--- src/rtl/bsmt_pkg.sv ---
`default_nettype none
// ============================================================================
// Module   : bsmt_pkg
// Purpose  : Shared constants and types for the BSMT2000 port-I/O glue.
//            Holds the DSP port numbers, the fetch-engine state encoding and
//            the bit positions of the port-1 status word.
// Revision : 1.0  initial release
// ============================================================================
package bsmt_pkg;

    // DSP I/O port numbers with a fixed meaning
    localparam logic [2:0] PORT_ADDR_LO = 3'd0;  // write: address low word; read: host word
    localparam logic [2:0] PORT_BANK    = 3'd1;  // write: bank; read: status
    localparam logic [2:0] PORT_ROM     = 3'd2;  // read: fetched sample

    // Bit positions inside the port-1 status word
    localparam int STAT_HOST_BUSY  = 0;
    localparam int STAT_FETCH_BUSY = 1;

    // Sample-ROM fetch engine states
    typedef enum logic [1:0] {
        IDLE  = 2'd0,
        FETCH = 2'd1,
        VALID = 2'd2
    } fetch_state_t;

endpackage : bsmt_pkg
`default_nettype wire

--- src/rtl/bsmt_rom_fetch.sv ---
`default_nettype none
// ============================================================================
// Module   : bsmt_rom_fetch
// Purpose  : Sample-ROM fetch engine. Issues a word read over a toggle
//            req/ack handshake, keeps at most one pending address when a new
//            start arrives while a fetch is in flight, and holds the last
//            accepted sample.
// Ports    : clk, rst            - clock, async active-high reset
//            start, start_addr   - begin a fetch of start_addr
//            rom_addr, rom_req   - address and toggle request to memory
//            rom_ack, rom_data   - toggle acknowledge and returned word
//            sample              - last accepted ROM word
//            busy, valid         - fetch in flight / sample register fresh
// Revision : 1.0  initial release
// ============================================================================
module bsmt_rom_fetch
    import bsmt_pkg::*;
#(
    parameter int ROM_AW = 20
) (
    input  logic              clk,
    input  logic              rst,
    input  logic              start,
    input  logic [ROM_AW-1:0] start_addr,
    output logic [ROM_AW-1:0] rom_addr,
    output logic              rom_req,
    input  logic              rom_ack,
    input  logic [15:0]       rom_data,
    output logic [15:0]       sample,
    output logic              busy,
    output logic              valid
);

    fetch_state_t      state;
    logic              pend;      // newer address waiting behind the in-flight fetch
    logic              reissue;   // stale data was dropped; issue pend_addr this cycle
    logic [ROM_AW-1:0] pend_addr;

    always_ff @(posedge clk or posedge rst) begin
        if (rst) begin
            state     <= IDLE;
            pend      <= 1'b0;
            reissue   <= 1'b0;
            pend_addr <= '0;
            rom_addr  <= '0;
            rom_req   <= 1'b0;
            sample    <= '0;
        end else begin
            case (state)
                IDLE, VALID: begin
                    if (start) begin
                        rom_addr <= start_addr;
                        rom_req  <= ~rom_req;
                        state    <= FETCH;
                    end
                end
                FETCH: begin
                    if (reissue) begin
                        // Handshake is idle (ack==req) here, so it must not be
                        // mistaken for a completion; the newest address wins.
                        rom_addr <= start ? start_addr : pend_addr;
                        rom_req  <= ~rom_req;
                        reissue  <= 1'b0;
                    end else if (rom_ack == rom_req) begin
                        if (pend || start) begin
                            // Returned word belongs to a superseded address.
                            pend      <= 1'b0;
                            reissue   <= 1'b1;
                            pend_addr <= start ? start_addr : pend_addr;
                        end else begin
                            sample <= rom_data;
                            state  <= VALID;
                        end
                    end else if (start) begin
                        pend      <= 1'b1;
                        pend_addr <= start_addr;
                    end
                end
                default: state <= IDLE;
            endcase
        end
    end

    assign busy  = (state == FETCH);
    assign valid = (state == VALID);

endmodule : bsmt_rom_fetch
`default_nettype wire

--- src/rtl/bsmt_port_io.sv ---
`default_nettype none
// ============================================================================
// Module   : bsmt_port_io
// Purpose  : TMS320C1X I/O-bus glue for the BSMT2000 sound core. Decodes DSP
//            port writes into sample-ROM fetches, stalls the DSP on sample
//            reads until data arrives, latches host commands and collects
//            the stereo output pair.
// Ports    : clk, rst                    - clock, async active-high reset
//            ce_r                        - DSP rising-phase enable
//            dsp_a/do/di/we_n/den_n/rdy  - DSP I/O bus
//            host_data/wr/busy           - host command interface
//            rom_addr/req/ack/data       - sample-ROM toggle handshake
//            snd_l, snd_r, snd_stb       - stereo sample output and strobe
// Revision : 1.0  initial release
// ============================================================================
module bsmt_port_io
    import bsmt_pkg::*;
#(
    parameter int         ROM_AW     = 20,
    parameter int         BANK_W     = 4,
    parameter logic [2:0] LEFT_PORT  = 3'd3,
    parameter logic [2:0] RIGHT_PORT = 3'd7
) (
    input  logic              clk,
    input  logic              rst,
    input  logic              ce_r,
    input  logic [2:0]        dsp_a,
    input  logic [15:0]       dsp_do,
    output logic [15:0]       dsp_di,
    input  logic              dsp_we_n,
    input  logic              dsp_den_n,
    output logic              dsp_rdy,
    input  logic [15:0]       host_data,
    input  logic              host_wr,
    output logic              host_busy,
    output logic [ROM_AW-1:0] rom_addr,
    output logic              rom_req,
    input  logic              rom_ack,
    input  logic [15:0]       rom_data,
    output logic [15:0]       snd_l,
    output logic [15:0]       snd_r,
    output logic              snd_stb
);

    logic              wr_ev;
    logic              rd_ev;
    logic              fetch_start;
    logic [ROM_AW-1:0] fetch_addr;
    logic [BANK_W-1:0] bank;
    logic [15:0]       host_word;
    logic [15:0]       sample;
    logic [15:0]       status;
    logic              fetch_busy;
    logic              fetch_valid;

    assign wr_ev = ce_r & ~dsp_we_n;
    assign rd_ev = ce_r & ~dsp_den_n;

    // The low address word goes straight into the fetch engine, which keeps
    // it in rom_addr or in its pending slot.
    assign fetch_start = wr_ev && (dsp_a == PORT_ADDR_LO);
    assign fetch_addr  = {bank, dsp_do};

    always_ff @(posedge clk or posedge rst) begin
        if (rst) begin
            bank      <= '0;
            snd_l     <= '0;
            snd_r     <= '0;
            snd_stb   <= 1'b0;
            host_word <= '0;
            host_busy <= 1'b0;
        end else begin
            snd_stb <= wr_ev && (dsp_a == RIGHT_PORT);
            if (wr_ev) begin
                if (dsp_a == PORT_BANK)  bank  <= dsp_do[BANK_W-1:0];
                if (dsp_a == LEFT_PORT)  snd_l <= dsp_do;
                if (dsp_a == RIGHT_PORT) snd_r <= dsp_do;
            end
            // A new host word wins over a simultaneous DSP read of the old one.
            if (host_wr) begin
                host_word <= host_data;
                host_busy <= 1'b1;
            end else if (rd_ev && (dsp_a == PORT_ADDR_LO)) begin
                host_busy <= 1'b0;
            end
        end
    end

    bsmt_rom_fetch #(
        .ROM_AW (ROM_AW)
    ) u_fetch (
        .clk        (clk),
        .rst        (rst),
        .start      (fetch_start),
        .start_addr (fetch_addr),
        .rom_addr   (rom_addr),
        .rom_req    (rom_req),
        .rom_ack    (rom_ack),
        .rom_data   (rom_data),
        .sample     (sample),
        .busy       (fetch_busy),
        .valid      (fetch_valid)
    );

    always_comb begin
        status                  = '0;
        status[STAT_HOST_BUSY]  = host_busy;
        status[STAT_FETCH_BUSY] = fetch_busy;
    end

    always_comb begin
        dsp_di = '0;
        case (dsp_a)
            PORT_ADDR_LO: dsp_di = host_word;
            PORT_BANK:    dsp_di = status;
            PORT_ROM:     dsp_di = sample;
            default:      dsp_di = '0;
        endcase
    end

    // Stall a sample read only while the fetch is still outstanding.
    assign dsp_rdy = !((dsp_a == PORT_ROM) && !dsp_den_n && fetch_busy);

    // fetch_valid is informational; the stall logic keys off fetch_busy.
    logic unused_ok;
    assign unused_ok = fetch_valid;

endmodule : bsmt_port_io
`default_nettype wire
--- config.mk ---
export PLATFORM = sky130hd
export DESIGN_NAME = bsmt_port_io
export DESIGN_NICKNAME = d
export VERILOG_FILES = /design/src/rtl/bsmt_pkg.sv /design/src/rtl/bsmt_rom_fetch.sv /design/src/rtl/bsmt_port_io.sv
export SDC_FILE = /design/constraint.sdc
export NUM_CORES = 1
export LEC_CHECK = 0
export ABC_CLOCK_PERIOD_IN_PS = 7500
export BUFFER_PORTS_ARGS = -buffer_cell sky130_fd_sc_hd__buf_2
export CAP_MARGIN = 10
export CORE_MARGIN = 5
export CORE_UTILIZATION = 58
export DETAILED_ROUTE_END_ITERATION = 8
export PLACE_DENSITY = 0.93
export REMOVE_ABC_BUFFERS = 1
export SKIP_CTS_REPAIR_TIMING = 1
export SLEW_MARGIN = 20
export SYNTH_ARGS = -nofsm -noshare
export SYNTH_HDL_FRONTEND = slang
export SYNTH_SLANG_ARGS = --single-unit
--- constraint.sdc ---
create_clock -name clk -period 7.5 [get_ports clk]
set_input_delay 1.125 -clock clk [delete_from_list [all_inputs] [get_ports clk]]
set_output_delay 1.125 -clock clk [all_outputs]
set_load 0.005 [all_outputs]
* Yosys cells after proc, flatten, opt, wreduce, memory -nomap -nowiden
Index checks and enable logic that the tools add are counted.
** Word-level totals
- Bits in latches :: 0
- Word-level logic and storage cells :: 78
- Output and inout port bits :: 72
- Memories :: 0
- Register bits :: 115
- Bits in read-only memories :: 0
- Bits in writable memories :: 0
** Cells by class
- Multipliers :: 0
- Eq/ne operators :: 13
- Bitwise gates (word level) :: 7
- Magnitude comparators :: 0
- Shift operators :: 0
- Multiplexer cells :: 23
- Divide/modulo/power cells :: 0
- Reduce and logical (&&, ||, !) cells :: 22
- Add/sub/neg operators :: 0
** Operators by type and width (number)
- $mux 20 :: 5
- $pmux 16 s3 :: 1
- $pmux 20 s2 :: 1
- $reduce_and 4->1 :: 3
- $mux 1 :: 10
- $mux 2 :: 4
- $eq 3x2->1 const B :: 2
- $ne 2x1->1 const B :: 3
- $ne 2x2->1 const B :: 3
- $reduce_and 2->1 :: 3
- $reduce_and 3->1 :: 2
- $reduce_bool 2->1 :: 3
- $logic_and 1x1->1 :: 5
- $not 1->1 :: 5
- $pmux 2 s2 :: 1
- $eq 3x1->1 const B :: 1
- $eq 3x3->1 const B :: 1
- $logic_not 3->1 :: 1
- $and 1x1->1 :: 2
- $eq 2x1->1 const B :: 1
- $eq 2x2->1 const B :: 1
- $logic_not 1->1 :: 2
- $logic_not 2->1 :: 1
- $pmux 1 s2 :: 1
- 3 further kinds :: 3

* Depth between registers and ports, before layout
Gate-level depths: netlist of the first run.
- Depth in word-level cells :: 8
- Gate-level depth with buffers :: 5
- Gate-level depth less buffers :: 3

* By module
A second synthesis of the first run with hierarchy kept.
** Second synthesis, totals
- Cells, all modules :: 365
- Area total of the unflattened synthesis :: 5078.6 um^2
** Modules (own cells, without submodules)
- bsmt_rom_fetch :: instances 1, sequential area each 1526.5 um^2, cells each 199, area an instance 2708.8 um^2
- bsmt_port_io :: instances 1, sequential area each 1351.3 um^2, cells each 166, area an instance 2369.8 um^2

* Least setup slack after synthesis of the first run
No wires, ideal clock.
- Path kind :: input port to output port
- Start point :: in dsp_a[0]
- End point :: out dsp_rdy
- Stages :: 3
- Path slack :: 4.214 ns
- Arrival :: 2.161 ns
- Buffers on the path :: 1
- Required time :: 6.375 ns
- Cells stage by stage :: or2_2 > clkbuf_1 > or4b_2
** On the way
- Cells in the longest elaborated chain, start to end :: 4
** Ends and longest elaborated chain
- start: declaration :: RTL line bsmt_port_io.sv:27 : input logic [2:0] dsp_a,
- $eq 3x2->1 :: RTL line bsmt_port_io.sv:122 : assign dsp_rdy = !((dsp_a == PORT_ROM) && !dsp_den_n && fetch_busy);
- $logic_and 1x1->1 (2 in a row) :: RTL line bsmt_port_io.sv:122
- $logic_not 1->1 :: RTL line bsmt_port_io.sv:122
- end: declaration :: RTL line bsmt_port_io.sv:32 : output logic dsp_rdy,
No other way between the ends.

* Worst setup path in the final report of the first run
Same ends and word-level chain as after synthesis.

==> impl_metrics.csv, run 1 <==
group,metric,value,unit
run_status,status,"finished clean",
detailed_routing,drt-vias-per-instance,6.04,
critical_path,cp_top_family,"simple AND/OR/NAND/NOR gates",
min_path,min_path_type,"reg -> reg",
power_and_ir_drop,switching_share,0.273,
sta,setup_tns,0,ns
synth,syn_area_per_cell,12.5,sq um
clock_network,cts_made_buffers,17,
power_and_ir_drop,cellPowerDensity,315,mW/mm^2
floorplanning,die_w,106,um
critical_path,reg2reg_depth,3,
detailed_routing,wl,13.3,mm
global_routing,grt_use_total,0.246,
placement,gp_congestion,0.759,
global_routing,first_global_vias,4333,
power_and_ir_drop,switchingPower,565,uW
placement,place_area,0.00601,sq mm
global_routing,grt_max_degree,79,
detailed_routing,vias,4039,
critical_path,crit_type,"in -> out",
synth,syn_area,0.00535,sq mm
detailed_routing,first_pass_iters,5,
detailed_routing,ant_nets,0,
synth,ys_ff_latch,115,
placement,hpwl,8.23,mm
critical_path,path_cells,"buf_2, or2_2, or4b_2, buf_2",
sta,slew_viol_final,0,
cells_and_area,nets,603,
floorplanning,die_y,106,um
cells_and_area,drive_gt1_frac,0.464,
clock_network,cts_sinks,115,
cells_and_area,syn_to_final_growth,23.1,%
synth,ys_types,37,
flow_run,maxCapViolCount,0,
synth,synth_flop_cell,"dfrtp_1",
critical_path,cp_max_fo,33,
clock_network,ctsRootBufferMaster,"clkbuf_8",
critical_path,reg2reg_to,"u_fetch.rom_addr[1]",
floorplanning,fp-row-count,35,
synth,synthArstFlopShare,1.00,
power_and_ir_drop,pwr-share-comb,0.212,
critical_path,arrival,2.81,ns
sta,timing.final.crit_share,0.524,
power_and_ir_drop,p_seq_frac,0.422,
cells_and_area,layout_common_cells,"129 x buf_2, 115 x dfrtp_1, 79 x mux2_2",
cells_and_area,layout_commonest_cell,"buf_2",
cells_and_area,nFillCells,619,
placement,port_buffers,129,
synth,yosysTopAreaCell,"dfrtp_1",
critical_path,end_kind,"output pin",
clock_network,clk_pin_slew,0.05,ns
clock_network,cts_tree,"yes",
power_and_ir_drop,power.internal,1510,uW
sta,finalCriticalPeriod,3.93,ns
critical_path,crit_path_top_delay_cell,"or4b_2",
floorplanning,start_util,0.587,
power_and_ir_drop,power,2070,uW
global_routing,antenna_found_initial,0,
synth,synth_top_area_share,0.538,
sta,worst_pin_slew,1.04,ns
min_path,hold_depth,1,
min_path,hold_path_end,"snd_r[14]",
detailed_routing,drc,0,
critical_path,cpPeakStageDelay,0.65,ns
sta,relSlewSlack,0.305,
clock_network,clkLatencyLatePin,0.51,ns
floorplanning,dieArea,0.0112,sq mm
sta,whs,0.497,ns
critical_path,crit_buf_inv,2,
min_path,min-delay-start,"snd_r[14]",
critical_path,crit_path_frequent_cell,"buf_2",
clock_network,cts_buffer_depth,2,
synth,synth-edff-count,0,
sta,max_freq,0.254,GHz
global_routing,grt_pass1_wl,22.1,mm
sta,skew,0.00512,ns
critical_path,reg2reg_slack,5.03,ns
sta,final-hold-violation-count,0,
power_and_ir_drop,power_frac_clock,0.365,
clock_network,h-tree-depth,4,
sta,finalSetupViolCount,0,
critical_path,cp_data_required_time,6.38,ns
power_and_ir_drop,leakage,0.00308,uW
cells_and_area,stdcell_area,0.00658,sq mm
synth,syn_inst,429,
synth,synth_warnings,0,
global_routing,grt_overflow,0,
sta,rsz0062_at_grt,"false",
critical_path,startpoint_type,"input pin",
detailed_routing,drt_iter0_drc,213,
critical_path,reg2reg_from,"u_fetch.state[0]",
floorplanning,io_pins,130,
cells_and_area,num_antenna_cells,0,
power_and_ir_drop,ir_drop,196,uV
synth,synth.area.top_cells,"dfrtp_1 54%, mux2_2 17%, a211o_1 3.3%",
floorplanning,coreArea,0.00911,sq mm
detailed_routing,wire_per_inst,19.8,um
synth,synth-seq-area-share,0.538,
-- per-layer routing --
layer | track usage | routed length (um) | up-vias
li1 | - | - | 1791
met1 | 0.296 | 5300 | 2033
met2 | 0.415 | 6670 | 192
met3 | 0.0844 | 1100 | 23
met4 | 0.0851 | 200 | 0
met5 | 0 | 0 | -
-- power by group through the flow --
stage          combinational [uW]  clock (uW)  sequential (uW)
6_report                      440         758              876
5_1_grt                       483         801              896
4_1_cts                       444         766              874
3_5_place_dp                  436           0              881
3_3_place_gp                  415           0              871
2_1_floorplan                 249           0              870
-- worst max-delay path by stage --
stage / startpoint / to / slack, ns / cells past startpoint
after CTS: dsp_a[0] / dsp_rdy / 3.58 / 4
after floorplan: dsp_we_n / u_fetch.pend_addr[0] / -0.20 / 3
after detailed placement: dsp_a[0] / dsp_rdy / 3.59 / 4
after global routing: dsp_a[0] / dsp_rdy / 3.50 / 4
after global placement: dsp_a[0] / dsp_rdy / 3.63 / 4
final: dsp_a[0] / dsp_rdy / 3.57 / 4
-- registers in the layout, indices dropped and copies added, names as in the netlist --
register and count:
u_fetch.pend_addr 20, u_fetch.rom_addr 20, host_word 16, snd_l 16
snd_r 16, u_fetch.sample 16, bank 4, u_fetch.state 2
host_busy 1, snd_stb 1, u_fetch.pend 1, u_fetch.reissue 1
u_fetch.rom_req 1
-- metrics by stage --
step | setup WS, ns | instances | util
floorplan | -0.203 | 394 | -
global placement | 3.63 | 636 | 0.660
detailed placement | 3.59 | 636 | 0.660
CTS | 3.58 | 668 | 0.721
global route | 3.50 | 669 | 0.723
finish | 3.57 | 669 | 0.723
-- worst register-to-register path, stage by stage (launching register included) --
cell     delay [ns]
dfrtp_1        0.44
nor2_2         0.82
a21o_1         0.81
a31oi_1        0.22
-- kinds of logic after synthesis --
| logic type | Yosys count | synth area share |
|---|---|---|
| AO/OA/AOI/OAI | 92 | 0.131 |
| XOR/XNOR | 2 | 0.00328 |
| buffers and inverters | 59 | 0.0449 |
| flip-flops | 115 | 0.538 |
| multiplexers | 103 | 0.220 |
| AND/OR/NAND/NOR | 58 | 0.0630 |
-- cell usage after synthesis, types with 3 or more instances --
master	n
buf_1	5
a21oi_1	3
clkbuf_1	23
a211o_1	20
dfrtp_1	115
buf_2	6
nor2_1	15
mux2_2	79
mux2_4	9
nand2_1	6
a211oi_1	20
a21o_1	3
inv_1	24
a31oi_1	20
a22oi_1	20
nor2b_1	23
mux2i_1	15
-- layout make-up --
type                            count  area, sq um  share of cell area
Sequential cell                   115         2880               0.437
Multi-Input combinational cell    255         2240               0.340
Timing Repair Buffer              132          676               0.103
Clock buffer                       21          449              0.0682
Tap cell                          111          139              0.0211
Clock inverter                     11          110              0.0167
Inverter                           24         92.6              0.0141
Power figures use the tool's default switching activity.
==> inputs of run 2 (changes only) <==
ABC_CLOCK_PERIOD_IN_PS = 3490   (was 7500)
CORE_UTILIZATION = 48   (was 58)
PLACE_DENSITY = 0.83   (was 0.93)
clock period = 3.49 ns   (was 7.5 ns; I/O delays follow)
==> run 2 against run 1 <==
Effect of this change: final area increased by 2.2%; global-route usage is 4.5 points lower; non-clock buffer count grew 8; critical path depth unchanged; sequential power up 120%; register-to-register slack got worse by 3.6 ns; sequential share of layout area down 0.95 points; clock skew up 0.0069 ns; combinational power increased by 110%; power grew 120%; die area up 19%; largest cell class unchanged.
==> impl_metrics.csv, run 2 (same netlist as run 1, synthesis figures left out) <==
group,metric,value,unit
critical_path,cp_max_fo,16,
critical_path,reg2reg_slack,1.48,ns
flow_run,maxCapViolCount,0,
power_and_ir_drop,cellPowerDensity,680,mW/mm^2
critical_path,arrival,1.95,ns
clock_network,cts_tree,"yes",
floorplanning,start_util,0.491,
critical_path,end_kind,"output pin",
global_routing,gr-usage-met3,0.0627,
global_routing,grt_use_total,0.202,
global_routing,grt_overflow,0,
cells_and_area,layout_common_cells,"129 x buf_2, 115 x dfrtp_1, 79 x mux2_2",
cells_and_area,drive_gt1_frac,0.473,
detailed_routing,first_pass_iters,4,
cells_and_area,num_antenna_cells,0,
clock_network,clk_pin_slew,0.06,ns
global_routing,grt_pass1_wl,21.2,mm
cells_and_area,layout_commonest_cell,"buf_2",
critical_path,crit_buf_inv,2,
critical_path,reg2reg_from,"u_fetch.state[0]",
cells_and_area,utilization,0.618,
placement,gp_congestion,0.806,
global_routing,antenna_found_initial,1,
sta,worst_pin_slew,0.941,ns
sta,setup_tns,0,ns
critical_path,crit_path_frequent_cell,"buf_2",
critical_path,reg2reg_depth,3,
critical_path,startpoint_type,"input pin",
sta,slew_viol_final,0,
critical_path,path_cells,"buf_2, or2_2, or4b_2, buf_2",
global_routing,first_global_vias,4209,
global_routing,grt.busiest_layer,"met2",
min_path,min_path_type,"in -> async",
placement,hpwl,8.58,mm
clock_network,cts_made_buffers,17,
global_routing,use_met2,0.329,
floorplanning,io_pins,130,
detailed_routing,ant_nets,0,
power_and_ir_drop,ir_drop,308,uV
clock_network,cts_buffer_depth,2,
floorplanning,dieArea,0.0133,sq mm
global_routing,grt_max_degree,86,
critical_path,cpPeakStageDelay,0.68,ns
cells_and_area,nets,611,
floorplanning,fp-row-count,38,
placement,placed_cells,674,
clock_network,cts_sinks,115,
sta,timing.final.crit_share,0.709,
critical_path,cp_top_family,"simple AND/OR/NAND/NOR gates",
placement,port_buffers,129,
critical_path,cp_data_required_time,2.97,ns
run_status,status,"finished clean",
floorplanning,die_y,116,um
sta,rsz0062_at_grt,"false",
floorplanning,coreArea,0.0109,sq mm
critical_path,crit_type,"in -> out",
clock_network,ctsRootBufferMaster,"clkbuf_8",
critical_path,reg2reg_to,"u_fetch.sample[6]",
floorplanning,die_w,116,um
sta,final-hold-violation-count,0,
detailed_routing,vias,3943,
sta,max_freq,0.404,GHz
sta,relSlewSlack,0.372,
detailed_routing,drc,0,
detailed_routing,wl,12.9,mm
cells_and_area,fin_cells,706,
power_and_ir_drop,leakage,0.00312,uW
sta,finalSetupViolCount,0,
clock_network,h-tree-depth,4,
cells_and_area,syn_to_final_growth,25.9,%
detailed_routing,wire_per_inst,18.3,um
clock_network,clkLatencyLatePin,0.51,ns
critical_path,crit_path_top_delay_cell,"or4b_2",
sta,skew,0.0120,ns
sta,finalCriticalPeriod,2.47,ns
cells_and_area,top_regs,"u_fetch.pend_addr x20, u_fetch.rom_addr x20",
global_routing,grt_use_met1,0.256,
detailed_routing,drt-vias-per-instance,5.58,
detailed_routing,drt_iter0_drc,188,
## run 2: cell types whose count changed in the layout (fill, tap and decap cells not counted), moves of 2 or more
cell / change
buf_4: +8
clkinv_2: -6
clkinv_4: +2
inv_6: +4
clkbuf_1: -2
clkinvlp_4: +3
## run 2: through the flow
| stage | worst slack (ns) | hold slack [ns] | total power (uW) | instance area [sq um] |
|---|---|---|---|---|
| final | 1.02 | 0.165 | 4580 | 6730 |
| after global routing | 0.986 | 0.224 | 4810 | 6730 |
| after CTS | 1.02 | 0.223 | 4620 | 6730 |
| after detailed placement | 0.885 | 0.488 | 2850 | 6120 |
| after global placement | 0.922 | 0.481 | 2780 | 6120 |
| after floorplan | -3.61 | 0.465 | 2410 | 5200 |
## run 2: layout make-up
type / instances / area, sq um
tap: 140 / 175
clock buffer: 18 / 428
sequential: 115 / 2880
clock inverter: 14 / 176
timing repair buffer: 140 / 741
multi-input combinational: 255 / 2240
fill: 828 / 4160
inverter: 24 / 95.1
## run 2: worst max-delay path by stage
stage	startpoint	to	slack, ns	cells past startpoint
floorplan	dsp_we_n	u_fetch.pend_addr[0]	-3.61	3
global placement	dsp_a[1]	u_fetch.sample[12]	0.92	4
detailed placement	dsp_a[1]	u_fetch.sample[9]	0.89	4
CTS	u_fetch.state[1]	dsp_rdy	1.02	3
global route	u_fetch.state[1]	dsp_rdy	0.99	3
finish	dsp_a[0]	dsp_rdy	1.02	4
## run 2: worst reg2reg max path: cells and delay by family, from the launching register on
family	cells	cell delay [ns]
AO/OA/AOI/OAI	1	0.50
AND/OR/NAND/NOR	1	0.50
flip-flops	1	0.44
multiplexers	1	0.44
## run 2: report_power, final
part,total (uW),switching [uW],internal [uW]
logic,934,407,527
registers,1890,214,1680
clock network,1750,640,1110
total,4580,1260,3320
## run 2: layer usage
| layer | up-vias | wire [um] |
|---|---|---|
| li1 | 1814 | - |
| met4 | 2 | 249 |
| met2 | 152 | 6160 |
| met3 | 31 | 1140 |
| met5 | - | 7 |
| met1 | 1944 | 5380 |
